<file path="src/rtl/pkt_buffer_writer.sv">
// pkt_buffer_writer: ingress stage ahead of data_mover.
// Pops a free pktID, writes accepted flits to the packet buffer at {pktID, flit_idx}
// and emits one metadata_t word per finished packet.
// Optional build macro PKT_BUF_WRITER_STATS_EN adds stat_pkt / stat_overflow / stat_nosop counters.
//
// state    | meaning
// SOP_WAIT | between packets; sop-less flits are dropped
// BODY     | inside a packet, flits stored at flit_cnt
// DISCARD  | packet exceeded MAX_FLITS; drop flits until eop

package pkt_buffer_writer_pkg;
  localparam int PKT_AWIDTH    = 9;
  localparam int PKTBUF_AWIDTH = PKT_AWIDTH + 5;
  localparam int MAX_FLITS     = 31;
  localparam logic [3:0] PKT_DROP = 4'b1000;

  typedef struct packed {
    logic [3:0]            pkt_flags;
    logic [PKT_AWIDTH-1:0] pkt_id;
    logic [4:0]            flits;
    logic [7:0]            hdr_len;
    logic [15:0]           len;
    logic [103:0]          tuple;
  } metadata_t;

  typedef struct packed {
    logic [511:0] data;
    logic         sop;
    logic         eop;
    logic [5:0]   empty;
  } flit_t;
endpackage

module pkt_buffer_writer
  import pkt_buffer_writer_pkg::*;
(
  input  logic                     clk,
  input  logic                     rst_n,
  input  logic                     in_pkt_sop,
  input  logic                     in_pkt_eop,
  input  logic                     in_pkt_valid,
  input  logic [511:0]             in_pkt_data,
  input  logic [5:0]               in_pkt_empty,
  output logic                     in_pkt_ready,
  input  logic                     in_meta_valid,
  input  metadata_t                in_meta_data,
  output logic                     in_meta_ready,
  input  logic                     emptylist_out_valid,
  input  logic [PKT_AWIDTH-1:0]    emptylist_out_data,
  output logic                     emptylist_out_ready,
  output logic [PKTBUF_AWIDTH-1:0] pkt_buffer_address,
  output logic                     pkt_buffer_write,
  output flit_t                    pkt_buffer_writedata,
  output logic                     meta_valid,
  output metadata_t                meta_data,
  input  logic                     meta_ready
`ifdef PKT_BUF_WRITER_STATS_EN
  ,
  output logic [31:0]              stat_pkt,
  output logic [31:0]              stat_overflow,
  output logic [31:0]              stat_nosop
`endif
);

  typedef enum logic [1:0] {SOP_WAIT, BODY, DISCARD} state_t;

  localparam logic [4:0] MAX_IDX = MAX_FLITS[4:0];

  state_t                state;
  logic                  id_valid;
  logic [PKT_AWIDTH-1:0] cur_id;
  logic [4:0]            flit_cnt;

  logic       meta_stall;
  logic       flit_acc;
  logic       id_pop;
  logic       sop_start;
  logic       finish;
  logic       writable;
  logic       fin_over;
  logic       nosop_drop;
  logic [4:0] wr_idx;
  logic [4:0] next_cnt;

  // Handshake decode; everything the outside sees combinationally is forced low in reset.
  always_comb begin
    meta_stall          = meta_valid & ~meta_ready;
    in_pkt_ready        = rst_n & id_valid & in_meta_valid & ~meta_stall;
    emptylist_out_ready = rst_n & ~id_valid;
    flit_acc            = in_pkt_valid & in_pkt_ready;
    id_pop              = emptylist_out_valid & emptylist_out_ready;
    sop_start           = flit_acc & (state == SOP_WAIT) & in_pkt_sop;
    nosop_drop          = flit_acc & (state == SOP_WAIT) & ~in_pkt_sop;
    finish              = flit_acc & in_pkt_eop & ((state != SOP_WAIT) | in_pkt_sop);
    in_meta_ready       = finish;
    // a flit arriving with all 31 slots used is the overflowing one and is never stored
    writable            = sop_start | (flit_acc & (state == BODY) & (flit_cnt != MAX_IDX));
    fin_over            = (state == DISCARD) | ((state == BODY) & (flit_cnt == MAX_IDX));
    wr_idx              = sop_start ? 5'd0 : flit_cnt;
    next_cnt            = wr_idx + {4'd0, writable};
  end

  // Packet FSM, ID prefetch, buffer write port and metadata output register.
  always_ff @(posedge clk) begin
    if (!rst_n) begin
      state                <= SOP_WAIT;
      id_valid             <= 1'b0;
      cur_id               <= '0;
      flit_cnt             <= '0;
      pkt_buffer_write     <= 1'b0;
      pkt_buffer_address   <= '0;
      pkt_buffer_writedata <= '0;
      meta_valid           <= 1'b0;
      meta_data            <= '0;
`ifdef PKT_BUF_WRITER_STATS_EN
      stat_pkt             <= '0;
      stat_overflow        <= '0;
      stat_nosop           <= '0;
`endif
    end else begin
      pkt_buffer_write <= writable;
      if (writable) begin
        pkt_buffer_address   <= {cur_id, wr_idx};
        pkt_buffer_writedata <= {in_pkt_data, in_pkt_sop, in_pkt_eop, in_pkt_empty};
        flit_cnt             <= next_cnt;
      end

      if (id_pop) begin
        id_valid <= 1'b1;
        cur_id   <= emptylist_out_data;
      end else if (finish) begin
        id_valid <= 1'b0;
      end

      if (finish) begin
        state <= SOP_WAIT;
      end else if (sop_start) begin
        state <= BODY;
      end else if (flit_acc && (state == BODY) && !writable) begin
        state <= DISCARD;
      end

      // a new word may replace the old one in the very cycle the old one is taken
      if (finish) begin
        meta_valid          <= 1'b1;
        meta_data           <= in_meta_data;
        meta_data.pkt_id    <= cur_id;
        meta_data.flits     <= next_cnt;
        meta_data.pkt_flags <= fin_over ? PKT_DROP : in_meta_data.pkt_flags;
      end else if (meta_valid && meta_ready) begin
        meta_valid <= 1'b0;
      end

`ifdef PKT_BUF_WRITER_STATS_EN
      if (finish)              stat_pkt      <= stat_pkt + 32'd1;
      if (finish && fin_over)  stat_overflow <= stat_overflow + 32'd1;
      if (nosop_drop)          stat_nosop    <= stat_nosop + 32'd1;
`endif
    end
  end

endmodule

</file>
<file path="config.mk">
export PLATFORM = sky130hd
export DESIGN_NAME = pkt_buffer_writer
export DESIGN_NICKNAME = d
export VERILOG_FILES = /design/src/rtl/pkt_buffer_writer.sv
export SDC_FILE = /design/constraint.sdc
export NUM_CORES = 1
export LEC_CHECK = 0
export ABC_AREA = 1
export BUFFER_PORTS_ARGS = -buffer_cell sky130_fd_sc_hd__buf_2
export CAP_MARGIN = 20
export CORE_AREA = 3 3 534 536
export CTS_BUF_LIST = sky130_fd_sc_hd__clkbuf_4
export DETAILED_ROUTE_END_ITERATION = 8
export DIE_AREA = 0 0 537 539
export PLACE_DENSITY = 0.3
export SYNTH_ARGS = -nofsm -noshare
export SYNTH_HDL_FRONTEND = slang
export SYNTH_SLANG_ARGS = --single-unit
</file>
<file path="constraint.sdc">
create_clock -name clk -period 3.3 [get_ports clk]
set_input_delay 0.33 -clock clk [delete_from_list [all_inputs] [get_ports clk]]
set_output_delay 0.33 -clock clk [all_outputs]
set_load 0.01 [all_outputs]
</file>
==> results.ini <==
[power]
p_switching_mw = 5.77
seqPwrFrac_pct = 41.5
p_comb_share_pct = 13.6
vdd_ir_drop_max_uv = 237
clock_power_share_pct = 44.9
leakagePower_nw = 29.0
power.density_nw_per_um2 = 365
switching_share_pct = 27.6
internal_power_mw = 15.1

[synthesis]
ys_seq_area_share_pct = 51.1
avgSynthCellArea_um2 = 8.11
netlist_area_um2 = 27400
synth_nets = 4058
synthCells = 3375
ys_seq_elements = 699
yosys_warnings = 0
synth_cell_type_count = 23

[hold_path]
hold-path-endpoint = pkt_buffer_address[8]
min_path_type = in2reg
whs_path_depth = 5
hp-start = rst_n

[clock_network]
ctsHtreeMaxLevel = 4
cts_root_buf = clkbuf_4
cts_max_path_buffers = 4
cts.sinks = 699
clk_latency_ns = 1.21
clk_pin_slew_ns = 0.06
cts_tree = built
cts_buffers = 231

[global_route]
antenna_found_initial = 81
grtUsageTotal_pct = 13.2
grt_max_degree = 180
grt_pass1_vias = 35964
grt_remaining_overflow = 0
grt_pass1_wl_um = 275000

[route]
drc = 0
drt_iter0_markers = 1584
wirelength_um = 203000
dr.pass1.iters = 5
num_vias = 35456
wire_per_inst_um = 19.7
vias_per_cell = 3.43
ant_nets = 0

[setup_path]
endpoint_kind = flip-flop
ff2ff_path_depth = 12
worstPathRequired_ns = 4.39
rr_endpoint = pkt_buffer_writedata[233]
reg2reg_slack_ns = 0.17
crit_path_start_kind = flip-flop
path_max_fanout = 82
r2r_start = meta_valid
critical_path_class = reg2reg
crit_arrival_ns = 4.22

[flow_run]
drv_cap = 0

[floorplanning]
die_area_um2 = 289000
num_rows = 195
core_um2 = 281000
die_width_um = 537
start_util_pct = 9.73
die_h_um = 539
io_pins = 1366

[finish]
layout.nets = 7059
filler_cell_count = 31784
drive_above_1_share_pct = 27.1
area_growth_pct = 109
layout_commonest_cell = dlygate4sd3_1
final_cell_mix = 1637 x dlygate4sd3_1, 1350 x buf_2, 1078 x nor2_1

[sta]
slew_violations = 0
holdWs_ns = 0.360
tns_ns = 0
hold_violations = 0
worst_pin_slew_ns = 1.08
setup_viol = 0
min_period_ns = 3.13
timing.fmax_mhz = 320
fin_crit_sh_pct = 94.8
fin_skew_ns = 0.121
rsz0062_at_grt = no
max_slew_margin_pct = 27.8

[placement]
place_congestion = 0.863
numPortBuffers = 1351
dp_hpwl_um = 151000

[status]
status = finished, final reports clean

-- cell families after synthesis --
logic type               Yosys count  synth area share (%)
AND/OR/NAND/NOR                 2219                  37.8
AO/OA/AOI/OAI                    165                  4.81
XOR/XNOR                           1                0.0320
flip-flops                       699                  51.1
buffers and inverters            289                  6.10
adder cells (fa/ha/maj)            2                0.0914
-- routing by layer --
metal / GRT usage [%] / wire, µm / vias up
met2: 21.2 / 91000 / 1453
met4: 5.78 / 9360 / 56
met3: 6.72 / 23800 / 371
met5: 0 / 350 / -
li1: - / - / 17080
met1: 14.6 / 78500 / 16496
-- synth_stat cells --
library cell / n / area, µm²
nand2_1: 588 / 2210
buf_2: 121 / 606
nand3b_1: 528 / 3960
a22o_1: 130 / 1140
o21ai_2: 1 / 8.76
nand4_1: 1 / 6.26
buf_1: 4 / 15.0
dfxtp_1: 699 / 14000
nand3_1: 17 / 85.1
xor2_1: 1 / 8.76
nor2_1: 1080 / 4050
buf_6: 56 / 631
buf_4: 3 / 22.5
o21ai_0: 18 / 90.1
nor3_1: 2 / 10.0
inv_1: 17 / 63.8
nand2_4: 1 / 11.3
clkinv_1: 1 / 3.75
inv_4: 1 / 6.26
ha_1: 2 / 25.0
a21oi_1: 16 / 80.1
clkbuf_1: 86 / 323
nor2_2: 2 / 12.5
-- flip-flops by register name, indices dropped and copies added, names as in the netlist --
register,cells
state,2
id_valid,1
pkt_buffer_address,14
meta_data,146
flit_cnt,5
pkt_buffer_writedata,520
pkt_buffer_write,1
meta_valid,1
cur_id,9
-- through the flow --
step / cells / util [%] / power [mW] / setup WS, ns / area [µm²]
final: 10328 / 20.4 / 20.9 / 0.173 / 57300
after detailed placement: 8246 / 13.4 / 10.3 / 0.391 / 37800
after floorplan: 3375 / - / 9.38 / 1.37 / 27400
after CTS: 10274 / 20.3 / 21.6 / 0.0215 / 57100
after global placement: 8246 / 13.4 / 10.3 / 0.465 / 37800
after global routing: 10309 / 20.3 / 22.2 / 0.00159 / 57200
-- cell type report --
cell class / count / area [µm²] / share of cell area [%]
clock buffers: 343 / 2570 / 4.50
flip-flops and latches: 699 / 14000 / 24.4
multi-input cells: 2387 / 11700 / 20.5
well taps: 3743 / 4680 / 8.18
clock inverters: 46 / 267 / 0.465
diodes: 53 / 133 / 0.232
repair buffers: 3038 / 23800 / 41.5
inverters: 19 / 87.6 / 0.153
-- power by group through the flow --
stage               Clock (mW)  Combinational (mW)  Sequential (mW)
finish                    9.38                2.83             8.68
global route              10.4                3.06             8.69
CTS                       10.0                2.87             8.67
detailed placement           0                1.46             8.86
global placement             0                1.46             8.86
floorplan                    0               0.471             8.91
-- worst max path at each step --
stage,start,end
2_1_floorplan,rst_n,flit_cnt[4]
3_3_place_gp,meta_ready,pkt_buffer_writedata[315]
3_5_place_dp,meta_ready,pkt_buffer_writedata[307]
4_1_cts,meta_valid,pkt_buffer_writedata[328]
5_1_grt,meta_valid,pkt_buffer_writedata[219]
6_report,meta_valid,pkt_buffer_writedata[233]
-- critical path, cell delays in order, from the launching register on --
cell	delay, ns
dfxtp_1	0.32
inv_1	0.04
nor2_1	0.15
nor2_2	0.08
nand2_1	0.16
nor2_2	0.08
o21ai_4	0.12
nand2_4	0.19
inv_16	0.35
nor2_1	0.08
dlygate4sd3_1	0.58
nor2_1	0.12
dlygate4sd3_1	0.57
-- repair_timing --
action                                  CTS  global route
endpoints found under the hold margin   694             0
setup buffers                             1             0
resized for setup                         0             2
pin swaps                                 1             0
setup endpoints to repair                 1             4
hold buffers                           1637             0
gates cloned                              1             1
(Power assumes the default switching activity.)
